$ cat config.mk
export PLATFORM = sky130hd
export DESIGN_NAME = multiplier_ctrl_flat
export DESIGN_NICKNAME = d
export VERILOG_FILES = /design/src/rtl/multiplier_ctrl_pkg.sv /design/src/rtl/multiplier_ctrl_if.sv /design/src/rtl/multiplier_ctrl_cache.sv /design/src/rtl/multiplier_ctrl.sv /design/src/flat_wrapper.sv
export SDC_FILE = /design/constraint.sdc
export NUM_CORES = 1
export LEC_CHECK = 0
export CORE_ASPECT_RATIO = 1.4
export CORE_MARGIN = 3
export CORE_UTILIZATION = 35
export CTS_BUF_LIST = sky130_fd_sc_hd__clkbuf_16
export DETAILED_ROUTE_END_ITERATION = 12
export DONT_BUFFER_PORTS = 1
export GPL_TIMING_DRIVEN = 0
export HOLD_SLACK_MARGIN = 0.06
export PLACE_DENSITY = 0.52
export SLEW_MARGIN = 20
export SYNTH_ARGS = -nofsm -noshare
export SYNTH_HDL_FRONTEND = slang
export SYNTH_SLANG_ARGS = --single-unit
$ cat constraint.sdc
create_clock -name clk -period 1.4 [get_ports clk]
set_input_delay 0.28 -clock clk [delete_from_list [all_inputs] [get_ports clk]]
set_output_delay 0.28 -clock clk [all_outputs]
set_load 0.02 [all_outputs]
$ cat src/rtl/multiplier_ctrl_pkg.sv
// Shared types for the RV32M multiply sequencer: opcode and controller state encodings.
package multiplier_ctrl_pkg;

  localparam int MUL_MAX_LAT = 20;

  typedef enum logic [1:0] {
    MUL    = 2'b00,
    MULH   = 2'b01,
    MULHSU = 2'b10,
    MULHU  = 2'b11
  } mul_op_t;

  typedef enum logic [2:0] {
    IDLE  = 3'd0,
    START = 3'd1,
    WAIT  = 3'd2,
    RESP  = 3'd3,
    DRAIN = 3'd4
  } mulctl_state_t;

endpackage

$ cat src/rtl/multiplier_ctrl_if.sv
// Execute-stage request/response bundle plus the Booth multiplier control lines.
interface multiplier_ctrl_if #(
  parameter int XLEN  = 32,
  parameter int CNT_W = 5
);
  logic              req_valid;
  logic              req_ready;
  logic [1:0]        req_op;
  logic [XLEN-1:0]   req_a;
  logic [XLEN-1:0]   req_b;
  logic              resp_valid;
  logic              resp_ready;
  logic [XLEN-1:0]   resp_data;
  logic              flush;
  logic              mul_en;
  logic [XLEN-1:0]   mul_a;
  logic [XLEN-1:0]   mul_b;
  logic              mul_is_signed_a;
  logic              mul_is_signed_b;
  logic [2*XLEN-1:0] mul_out;
  logic              mul_ready;
  logic              busy;
  logic [CNT_W-1:0]  last_cycles;

  modport slave (
    input  req_valid, req_op, req_a, req_b, resp_ready, flush, mul_out, mul_ready,
    output req_ready, resp_valid, resp_data, mul_en, mul_a, mul_b,
           mul_is_signed_a, mul_is_signed_b, busy, last_cycles
  );

  modport master (
    output req_valid, req_op, req_a, req_b, resp_ready, flush,
    input  req_ready, resp_valid, resp_data, busy, last_cycles
  );

  modport ctrl (
    output mul_en, mul_a, mul_b, mul_is_signed_a, mul_is_signed_b,
    input  mul_out, mul_ready
  );

  modport mult (
    input  mul_en, mul_a, mul_b, mul_is_signed_a, mul_is_signed_b,
    output mul_out, mul_ready
  );
endinterface

$ cat src/rtl/multiplier_ctrl_cache.sv
// Last-product cache for MUL_RESULT_REUSE_EN builds: full 64-bit product tagged by operands and signedness.
module mul_result_cache #(
  parameter int XLEN = 32
) (
  input  logic              clk,
  input  logic              nrst,
  input  logic              wr_en,
  input  logic [XLEN-1:0]   wr_a,
  input  logic [XLEN-1:0]   wr_b,
  input  logic              wr_sa,
  input  logic              wr_sb,
  input  logic [2*XLEN-1:0] wr_prod,
  input  logic              inv,
  input  logic [XLEN-1:0]   lk_a,
  input  logic [XLEN-1:0]   lk_b,
  input  logic              lk_sa,
  input  logic              lk_sb,
  output logic              hit,
  output logic [2*XLEN-1:0] prod
);
  logic              valid_q;
  logic [XLEN-1:0]   tag_a_q;
  logic [XLEN-1:0]   tag_b_q;
  logic              tag_sa_q;
  logic              tag_sb_q;
  logic [2*XLEN-1:0] prod_q;

  always_ff @(posedge clk) begin
    if (!nrst) begin
      valid_q  <= 1'b0;
      tag_a_q  <= '0;
      tag_b_q  <= '0;
      tag_sa_q <= 1'b0;
      tag_sb_q <= 1'b0;
      prod_q   <= '0;
    end else if (inv) begin
      valid_q <= 1'b0;
    end else if (wr_en) begin
      valid_q  <= 1'b1;
      tag_a_q  <= wr_a;
      tag_b_q  <= wr_b;
      tag_sa_q <= wr_sa;
      tag_sb_q <= wr_sb;
      prod_q   <= wr_prod;
    end
  end

  assign hit  = valid_q && (tag_a_q == lk_a) && (tag_b_q == lk_b) &&
                (tag_sa_q == lk_sa) && (tag_sb_q == lk_sb);
  assign prod = prod_q;
endmodule

$ cat src/rtl/multiplier_ctrl.sv
// Sequencer between execute and the iterative Booth multiplier for MUL/MULH/MULHSU/MULHU.
// Build option MUL_RESULT_REUSE_EN adds a last-product cache that bypasses the multiplier on a tag hit.
//
// state | meaning
// IDLE  | ready for a request
// START | one-cycle multiplier start pulse
// WAIT  | counting until the multiplier reports its product
// RESP  | result held for the consumer
// DRAIN | flushed op still running in the multiplier, result discarded
module multiplier_ctrl
  import multiplier_ctrl_pkg::*;
#(
  parameter int XLEN  = 32,
  parameter int CNT_W = 5
) (
  input logic               clk,
  input logic               nrst,
  multiplier_ctrl_if.slave  bus
);
  localparam logic [CNT_W-1:0] CNT_MAX = '1;

  mulctl_state_t     state, state_nxt;
  mul_op_t           op_q;
  logic [XLEN-1:0]   a_q, b_q, resp_data_q;
  logic [CNT_W-1:0]  cnt, cnt_inc, last_q;
  logic              accept, capture, hit;
  logic [2*XLEN-1:0] hit_prod;

  function automatic logic [XLEN-1:0] sel_half(input mul_op_t op, input logic [2*XLEN-1:0] p);
    return (op == MUL) ? p[XLEN-1:0] : p[2*XLEN-1:XLEN];
  endfunction

  assign cnt_inc = (cnt == CNT_MAX) ? cnt : cnt + 1'b1;

  always_comb begin
    state_nxt = state;
    accept    = 1'b0;
    capture   = 1'b0;
    unique case (state)
      IDLE: begin
        if (bus.req_valid && !bus.flush) begin
          accept    = 1'b1;
          state_nxt = hit ? RESP : START;
        end
      end
      // mul_ready is not looked at in START: the multiplier only drops it after sampling mul_en
      START: state_nxt = bus.flush ? DRAIN : WAIT;
      WAIT: begin
        if (bus.flush) begin
          state_nxt = DRAIN;
        end else if (bus.mul_ready) begin
          capture   = 1'b1;
          state_nxt = RESP;
        end
      end
      RESP:  if (bus.flush || bus.resp_ready) state_nxt = IDLE;
      DRAIN: if (bus.mul_ready) state_nxt = IDLE;
      default: state_nxt = IDLE;
    endcase
  end

  always_ff @(posedge clk) begin
    if (!nrst) begin
      state       <= IDLE;
      op_q        <= MUL;
      a_q         <= '0;
      b_q         <= '0;
      resp_data_q <= '0;
      cnt         <= '0;
      last_q      <= '0;
    end else begin
      state <= state_nxt;
      if (accept) begin
        a_q  <= bus.req_a;
        b_q  <= bus.req_b;
        op_q <= mul_op_t'(bus.req_op);
      end
      if (state == START) cnt <= '0;
      else if (state == WAIT) cnt <= cnt_inc;
      if (capture) begin
        resp_data_q <= sel_half(op_q, bus.mul_out);
        last_q      <= cnt_inc;
      end else if (accept && hit) begin
        resp_data_q <= sel_half(mul_op_t'(bus.req_op), hit_prod);
        last_q      <= '0;
      end
    end
  end

  assign bus.req_ready       = (state == IDLE);
  assign bus.resp_valid      = (state == RESP);
  assign bus.resp_data       = resp_data_q;
  assign bus.mul_en          = (state == START);
  assign bus.mul_a           = a_q;
  assign bus.mul_b           = b_q;
  assign bus.mul_is_signed_a = (op_q != MULHU);
  assign bus.mul_is_signed_b = (op_q == MUL) || (op_q == MULH);
  assign bus.busy            = (state != IDLE);
  assign bus.last_cycles     = last_q;

`ifdef MUL_RESULT_REUSE_EN
  logic req_sa, req_sb;
  assign req_sa = (mul_op_t'(bus.req_op) != MULHU);
  assign req_sb = (mul_op_t'(bus.req_op) == MUL) || (mul_op_t'(bus.req_op) == MULH);

  mul_result_cache #(.XLEN(XLEN)) u_cache (
    .clk     (clk),
    .nrst    (nrst),
    .wr_en   (capture),
    .wr_a    (a_q),
    .wr_b    (b_q),
    .wr_sa   (bus.mul_is_signed_a),
    .wr_sb   (bus.mul_is_signed_b),
    .wr_prod (bus.mul_out),
    .inv     (bus.flush && (state == DRAIN)),
    .lk_a    (bus.req_a),
    .lk_b    (bus.req_b),
    .lk_sa   (req_sa),
    .lk_sb   (req_sb),
    .hit     (hit),
    .prod    (hit_prod)
  );
`else
  assign hit      = 1'b0;
  assign hit_prod = '0;
`endif
endmodule
$ cat src/flat_wrapper.sv
// flat-port wrapper written by rule: the top's interface ports become plain ports
module multiplier_ctrl_flat import multiplier_ctrl_pkg::*;
#(
  parameter int XLEN  = 32,
  parameter int CNT_W = 5
)
  (clk, nrst, bus_req_valid, bus_req_op, bus_req_a, bus_req_b, bus_resp_ready, bus_flush, bus_mul_out, bus_mul_ready, bus_req_ready, bus_resp_valid, bus_resp_data, bus_mul_en, bus_mul_a, bus_mul_b, bus_mul_is_signed_a, bus_mul_is_signed_b, bus_busy, bus_last_cycles);
  multiplier_ctrl_if #(.XLEN(XLEN), .CNT_W(CNT_W)) bus_i ();
  input logic clk;
  input logic nrst;
  input wire logic [$bits(bus_i.req_valid)-1:0] bus_req_valid;
  input wire logic [$bits(bus_i.req_op)-1:0] bus_req_op;
  input wire logic [$bits(bus_i.req_a)-1:0] bus_req_a;
  input wire logic [$bits(bus_i.req_b)-1:0] bus_req_b;
  input wire logic [$bits(bus_i.resp_ready)-1:0] bus_resp_ready;
  input wire logic [$bits(bus_i.flush)-1:0] bus_flush;
  input wire logic [$bits(bus_i.mul_out)-1:0] bus_mul_out;
  input wire logic [$bits(bus_i.mul_ready)-1:0] bus_mul_ready;
  output wire logic [$bits(bus_i.req_ready)-1:0] bus_req_ready;
  output wire logic [$bits(bus_i.resp_valid)-1:0] bus_resp_valid;
  output wire logic [$bits(bus_i.resp_data)-1:0] bus_resp_data;
  output wire logic [$bits(bus_i.mul_en)-1:0] bus_mul_en;
  output wire logic [$bits(bus_i.mul_a)-1:0] bus_mul_a;
  output wire logic [$bits(bus_i.mul_b)-1:0] bus_mul_b;
  output wire logic [$bits(bus_i.mul_is_signed_a)-1:0] bus_mul_is_signed_a;
  output wire logic [$bits(bus_i.mul_is_signed_b)-1:0] bus_mul_is_signed_b;
  output wire logic [$bits(bus_i.busy)-1:0] bus_busy;
  output wire logic [$bits(bus_i.last_cycles)-1:0] bus_last_cycles;
  assign bus_i.req_valid = bus_req_valid;
  assign bus_i.req_op = bus_req_op;
  assign bus_i.req_a = bus_req_a;
  assign bus_i.req_b = bus_req_b;
  assign bus_i.resp_ready = bus_resp_ready;
  assign bus_i.flush = bus_flush;
  assign bus_i.mul_out = bus_mul_out;
  assign bus_i.mul_ready = bus_mul_ready;
  assign bus_req_ready = bus_i.req_ready;
  assign bus_resp_valid = bus_i.resp_valid;
  assign bus_resp_data = bus_i.resp_data;
  assign bus_mul_en = bus_i.mul_en;
  assign bus_mul_a = bus_i.mul_a;
  assign bus_mul_b = bus_i.mul_b;
  assign bus_mul_is_signed_a = bus_i.mul_is_signed_a;
  assign bus_mul_is_signed_b = bus_i.mul_is_signed_b;
  assign bus_busy = bus_i.busy;
  assign bus_last_cycles = bus_i.last_cycles;
  multiplier_ctrl #(.XLEN(XLEN), .CNT_W(CNT_W)) u_core (.clk(clk), .nrst(nrst), .bus(bus_i));
endmodule
==> impl_metrics.json, run 1 <==
{
  "routed_wire_length_mm": 15.8,
  "cts_max_level": 3,
  "finalNetCount": 762,
  "worst_setup_path_start_kind": "register",
  "die_height_um": 142,
  "launch_point_of_the_worst_reg_to_reg_path": "u_core.state[0]",
  "yosysMostFrequentCell": "sky130_fd_sc_hd__dfxtp_1",
  "synthArstFlopShare_pct": 0,
  "finalCriticalPeriod_ns": 1.66,
  "crit_arrival_ns": 1.38,
  "route.detailed.vias_per_inst": 5.83,
  "insertedDiodeCount": 0,
  "relative_max_transition_margin_pct": 59.6,
  "total_power_mw": 7.06,
  "synth-edff-count": 0,
  "grt_first_pass_wirelength_mm": 22.9,
  "cts_root_buffer": "sky130_fd_sc_hd__clkbuf_16",
  "clk_pin_slew_worst_paths_ns": 0.07,
  "drt_pass1_iterations": 4,
  "tritoncts_num_sinks": 111,
  "worst-setup-path-type": "reg2out",
  "ant_nets": 0,
  "critPathMaxFanout": 5,
  "whs_path_depth": 2,
  "cts_tree": "done",
  "worst_r2r_endpoint": "u_core.bus.mul_a[24]",
  "hp-class": "in2reg",
  "synthFlopType": "sky130_fd_sc_hd__dfxtp_1",
  "timing.final.max_slew_violations": 0,
  "synthToLayoutAreaGrowth_pct": 31.3,
  "core_um2": 12900,
  "unrepaired_setup_endpoints_after_global_routing": "yes",
  "routed.top_layer": "met4",
  "final-hold-violation-count": 0,
  "finalCritPeriodShare_pct": 119,
  "synth_cells": 566,
  "reg2regPathDepth": 8,
  "synth.avg_cell_area_um2": 8.19,
  "average_wire_per_cell_in_the_routed_design_um": 20.1,
  "synth.largest_area_cell": "sky130_fd_sc_hd__dfxtp_1",
  "end_kind": "primary output",
  "layout-drive-gt1-share_pct": 21.0,
  "grt_remaining_overflow": 0,
  "final_weighted_congestion_in_routability_driven_placement": 0.829,
  "mappedNetlistArea_um2": 4640,
  "routed-via-count": 4568,
  "layout_setup_ws_ns": -0.261,
  "status": "finished, violations left",
  "maxCapViolations": 0,
  "violated_checks": "negative setup slack",
  "tightestPinTransition_ns": 0.606,
  "netlist.area_leader.share_pct": 47.9,
  "setup_total_negative_slack_ns": -10.92,
  "post_synth_num_cell_types": 37,
  "synth.area.top_cells": "sky130_fd_sc_hd__dfxtp_1 (48%), sky130_fd_sc_hd__a21oi_1 (11%), sky130_fd_sc_hd__o21ai_0 (11%)",
  "worst_hold_path.endpoint": "u_core.bus.mul_a[9]",
  "gr-usage-all-layers_pct": 19.8,
  "hold_start": "bus_req_a[9]",
  "number_of_nets_in_the_synthesized_netlist": 703,
  "placement_rows": 49,
  "grt_antenna_before_repair": 0,
  "timing.reg2reg.setup_slack_ns": -0.23,
  "cts-buffers-inserted": 9,
  "power_per_cell_area_nw_per_um2": 1160,
  "finClkSkew_ns": 0.0110,
  "setup_viol": 106,
  "grt_start_max_net_pins": 20,
  "max-clock-path-buffers": 2,
  "place.port_buffers": 0,
  "clk_latency_ns": 0.35,
  "starting_density_of_the_core_pct": 36.0,
  "remaining_drc_errors": 0,
  "yosysSeqAreaShare_pct": 47.9,
  "post_synth_top_cells": "sky130_fd_sc_hd__dfxtp_1 (111), sky130_fd_sc_hd__a21oi_1 (104), sky130_fd_sc_hd__o21ai_0 (98)",
  "top_level_ports": 243,
  "chip_width_um": 103,
  "die_area_um2": 14700,
  "final_hpwl_dp_mm": 11.1,
  "yosys_register_bits": 111,
  "vdd_drop_max_v": 0.000553,
  "drt_initial_violations": 138,
  "met3_wirelength_mm": 1.41,
  "synthesis.yosys.warnings": 0,
  "first_global_vias": 4449,
  "met2WireLength_mm": 8.18,
  "power.leakage_nw": 2.06,
  "drt-met1-wl_mm": 5.64,
  "worst-endpoint-required_ns": 1.12,
  "max_clock_freq_ghz": 0.602
}
through the flow:
stage          util (%)  setup WS (ns)  hold WS (ns)  area [µm²]  cells
2_1_floorplan         -       -0.00652         0.428        4650    566
3_3_place_gp       37.6         -0.410         0.431        4840    719
3_5_place_dp       37.6         -0.490         0.435        4840    719
4_1_cts            44.8         -0.279        0.0607        5770    774
5_1_grt            47.3         -0.303        0.0578        6090    783
6_report           47.3         -0.261        0.0626        6090    783
registers in the layout, summed over array words and instances, names as in the netlist:
signal,flops
u_core.bus.mul_a,32
u_core.bus.mul_b,32
u_core.bus.resp_data,32
u_core.bus.last_cycles,5
u_core.cnt,5
u_core.state,3
u_core.op_q,2
logic make-up (layout without fill, tap and decap cells):
| family | Yosys count | after routing | synth area share [%] |
|---|---|---|---|
| multiplexers | 1 | 1 | 0.216 |
| AO/OA/AOI/OAI | 251 | 251 | 30.5 |
| XOR/XNOR | 3 | 3 | 0.567 |
| flip-flops | 111 | 111 | 47.9 |
| AND/OR/NAND/NOR | 130 | 130 | 13.7 |
| adder cells (fa/ha/maj) | 1 | 1 | 0.270 |
| buffers and inverters | 69 | 133 | 6.86 |
per-layer routing:
metal  GRT usage [%]  vias up
met2            34.5      192
met5               0        -
met4            8.87        0
met3            6.47       33
met1            21.3     2152
li1                -     2191
report_power, final:
group	switching (mW)	internal (mW)	leakage [nW]	total [mW]
logic	0.518	0.403	1.01	0.920
registers	0.205	3.26	0.905	3.46
clock network	1.26	1.42	0.147	2.67
total	1.98	5.08	2.06	7.06
cell usage in the layout, fill, tap and decap left out, drive strengths merged, types with 4 or more instances in the layout:
master       Yosys  routed
nand2           39      39
a311oi          35      35
a21oi          104     104
nand3           69      69
clkbuf          48      54
buf             17      44
o21ai          101     101
dfxtp          111     111
or3              4       4
nor2             6       6
inv              3       7
dlygate4sd3      0      23
how the worst max path moves through the flow:
stage                         start                  endpoint  slack, ns  cells after the start
CTS                 u_core.state[0]             bus_req_ready      -0.28                      4
finish              u_core.state[0]             bus_req_ready      -0.26                      4
global route        u_core.state[0]             bus_req_ready      -0.30                      4
global placement     u_core.op_q[1]  u_core.bus.resp_data[24]      -0.41                      5
detailed placement   u_core.op_q[1]  u_core.bus.resp_data[30]      -0.49                      5
floorplan           u_core.state[1]  u_core.bus.resp_data[24]     -0.007                      6
timing repair:
action | CTS | global route
gates resized for setup | 89 | 79
cloned | 6 | 2
hold buffers | 17 | 6
setup buffers | 18 | 2
endpoints found under the hold margin | 17 | 6
pin swaps | 28 | 38
setup endpoints to repair | 114 | 114
critical path: stages, from the launching register on:
cell and delay [ns]:
sky130_fd_sc_hd__dfxtp_2 0.32, sky130_fd_sc_hd__or3_4 0.40, sky130_fd_sc_hd__buf_8 0.15, sky130_fd_sc_hd__clkinv_8 0.05, sky130_fd_sc_hd__buf_8 0.11
layout make-up:
cell class / count / area [µm²]
buffer: 62 / 444
clock buffer: 9 / 225
clock inverter: 7 / 80.1
fill: 1276 / 6790
inverter: 4 / 27.5
multi-input combinational: 386 / 2330
sequential: 111 / 2240
tap: 153 / 191
timing repair buffer: 51 / 549
Power figures use the tool's default switching activity.
==> run 2, diff against run 1 <==
- CORE_UTILIZATION: 35 -> 49
- PLACE_DENSITY: 0.52 -> 0.67
==> run 2 against run 1 <==
Against the previous run: the flow still finishes with violations (negative setup slack); largest cell class unchanged; register-to-register slack better by 0.02 ns; via count grew 0.63%; largest power group unchanged; sequential share of layout area down 1.3 points; die area decreased by 27%; combinational power up 12%; sequential power barely moved; non-clock buffer count decreased by 24; critical path type unchanged.
==> impl_metrics.json, run 2 (same netlist as run 1, synthesis figures left out) <==
{
  "fill_cells": 715,
  "tightestPinTransition_ns": 0.848,
  "status": "finished, violations left",
  "grt_remaining_overflow": 0,
  "hp-class": "in2reg",
  "multi_input_area_um2": 2800,
  "layout-drive-gt1-share_pct": 34.0,
  "hold_start": "bus_req_a[18]",
  "layout_setup_ws_ns": -0.266,
  "core_um2": 9130,
  "grt_first_pass_wirelength_mm": 21.6,
  "relative_max_transition_margin_pct": 43.5,
  "worst_hold_path.endpoint": "u_core.bus.mul_a[18]",
  "layout.cells.most_common_list": "sky130_fd_sc_hd__dfxtp_1 (107), sky130_fd_sc_hd__o21ai_0 (59), sky130_fd_sc_hd__a21oi_1 (55)",
  "power.leakage_nw": 2.03,
  "grt_start_max_net_pins": 18,
  "cts_max_level": 3,
  "final-hold-violation-count": 0,
  "remaining_drc_errors": 0,
  "drt_initial_violations": 157,
  "final_hpwl_dp_mm": 10.2,
  "crit_arrival_ns": 1.39,
  "setup_viol": 105,
  "insertedDiodeCount": 0,
  "max-clock-path-buffers": 2,
  "average_wire_per_cell_in_the_routed_design_um": 21.5,
  "worst_r2r_endpoint": "u_core.bus.mul_b[17]",
  "cts_root_buffer": "sky130_fd_sc_hd__clkbuf_16",
  "drt_pass1_iterations": 4,
  "synthToLayoutAreaGrowth_pct": 36.1,
  "maxCapViolations": 0,
  "clk_latency_ns": 0.35,
  "critPathMaxFanout": 6,
  "tritoncts_num_sinks": 111,
  "finClkSkew_ns": 0.00932,
  "final_weighted_congestion_in_routability_driven_placement": 0.822,
  "place.port_buffers": 0,
  "area_occupied_by_registers_um2": 2230,
  "launch_point_of_the_worst_reg_to_reg_path": "u_core.state[0]",
  "route.detailed.vias_per_inst": 6.45,
  "max_clock_freq_ghz": 0.600,
  "critical-path-top-cell-by-count": "sky130_fd_sc_hd__buf_8",
  "cts_tree": "done",
  "total_power_mw": 7.42,
  "timing.hold.ws_ns": 0.0666,
  "timing.critical_path.slowest_stage_cell": "sky130_fd_sc_hd__or3_4",
  "cts-buffers-inserted": 9,
  "end_kind": "primary output",
  "worst-setup-path-type": "reg2out",
  "top_level_ports": 243,
  "vdd_drop_max_v": 0.000761,
  "layout.cells.most_common": "sky130_fd_sc_hd__dfxtp_1",
  "routed_wire_length_mm": 15.4,
  "die_area_um2": 10700,
  "worstPathCellList": "or3_4, buf_8, clkinv_8, buf_8",
  "placed_area_um2": 4790,
  "timing.final.max_slew_violations": 0,
  "gr-usage-all-layers_pct": 25.6,
  "finalCriticalPeriod_ns": 1.67,
  "finish.instance_area_um2": 6310,
  "setup_total_negative_slack_ns": -12.59,
  "chip_width_um": 88.2,
  "reg2regPathDepth": 8,
  "first_global_vias": 4373,
  "grt_antenna_before_repair": 0,
  "power_per_cell_area_nw_per_um2": 1180,
  "worst_setup_path_start_kind": "register",
  "finalCritPeriodShare_pct": 119,
  "whs_path_depth": 2,
  "max_stage_delay_ns": 0.40,
  "unrepaired_setup_endpoints_after_global_routing": "yes",
  "placement_rows": 41,
  "starting_density_of_the_core_pct": 50.8,
  "violated_checks": "negative setup slack",
  "die_height_um": 121,
  "timing.reg2reg.setup_slack_ns": -0.21,
  "ant_nets": 0,
  "worst-endpoint-required_ns": 1.12,
  "routed-via-count": 4597,
  "finalNetCount": 738,
  "clk_pin_slew_worst_paths_ns": 0.08
}
[run 2: worst max path at each step]
| stage | start | to | slack [ns] | cells after the start |
|---|---|---|---|---|
| after CTS | u_core.state[0] | bus_busy | -0.28 | 3 |
| after global routing | u_core.state[0] | bus_req_ready | -0.31 | 4 |
| after floorplan | u_core.state[1] | u_core.bus.resp_data[24] | -0.007 | 6 |
| after detailed placement | u_core.op_q[1] | u_core.bus.resp_data[30] | -0.39 | 5 |
| final | u_core.state[0] | bus_req_ready | -0.27 | 4 |
| after global placement | u_core.op_q[1] | u_core.bus.resp_data[10] | -0.32 | 5 |
[run 2: timing repair]
action | in CTS | in global routing
cloned | 7 | 1
pin swaps | 17 | 127
hold endpoints to repair | 1 | 3
resized for setup | 57 | 227
endpoints found under the setup margin | 114 | 114
setup buffers | 7 | 8
hold buffers | 1 | 3
[run 2: cell type report]
type	instances	area share (%)
Buffer	63	7.20
Clock buffer	9	3.57
Clock inverter	7	1.79
Inverter	4	0.496
Multi-Input combinational cell	386	44.4
Sequential cell	111	35.4
Tap cell	107	2.12
Timing Repair Buffer	26	5.02
[run 2: metal layers]
| layer | GRT usage, % | part of all wire (%) | routed length [µm] |
|---|---|---|---|
| met5 | 0 | 0 | 0 |
| met4 | 11.4 | 3.9 | 600 |
| met3 | 8.76 | 8.5 | 1300 |
| met2 | 45.7 | 54 | 8230 |
| met1 | 26.2 | 34 | 5230 |
[run 2: metrics by stage]
step                      cells  setup WS, ns  utilization (%)
after global routing        713        -0.313             69.1
after detailed placement    673        -0.394             52.4
after global placement      673        -0.317             52.4
after floorplan             566      -0.00652                -
after CTS                   702        -0.276             59.4
final                       713        -0.266             69.1
[run 2: worst max-delay path, delay by kind of cell (launching register included)]
| kind | cells | cell delay, ns |
|---|---|---|
| buffers and inverters | 3 | 0.32 |
| DFF | 1 | 0.32 |
| and+or+nand+nor | 1 | 0.40 |
[run 2: power breakdown]
part	leakage [nW]	internal (mW)	total [mW]	switching (mW)
logic	0.952	0.431	1.03	0.599
clock network	0.171	1.74	2.93	1.19
registers	0.904	3.26	3.47	0.207
total	2.03	5.43	7.42	1.99
==> run 3, diff against run 2 <==
- SLEW_MARGIN: 20 -> 10
==> results of run 3 <==
Final layout, timing and power as in run 2 (identical DEF).
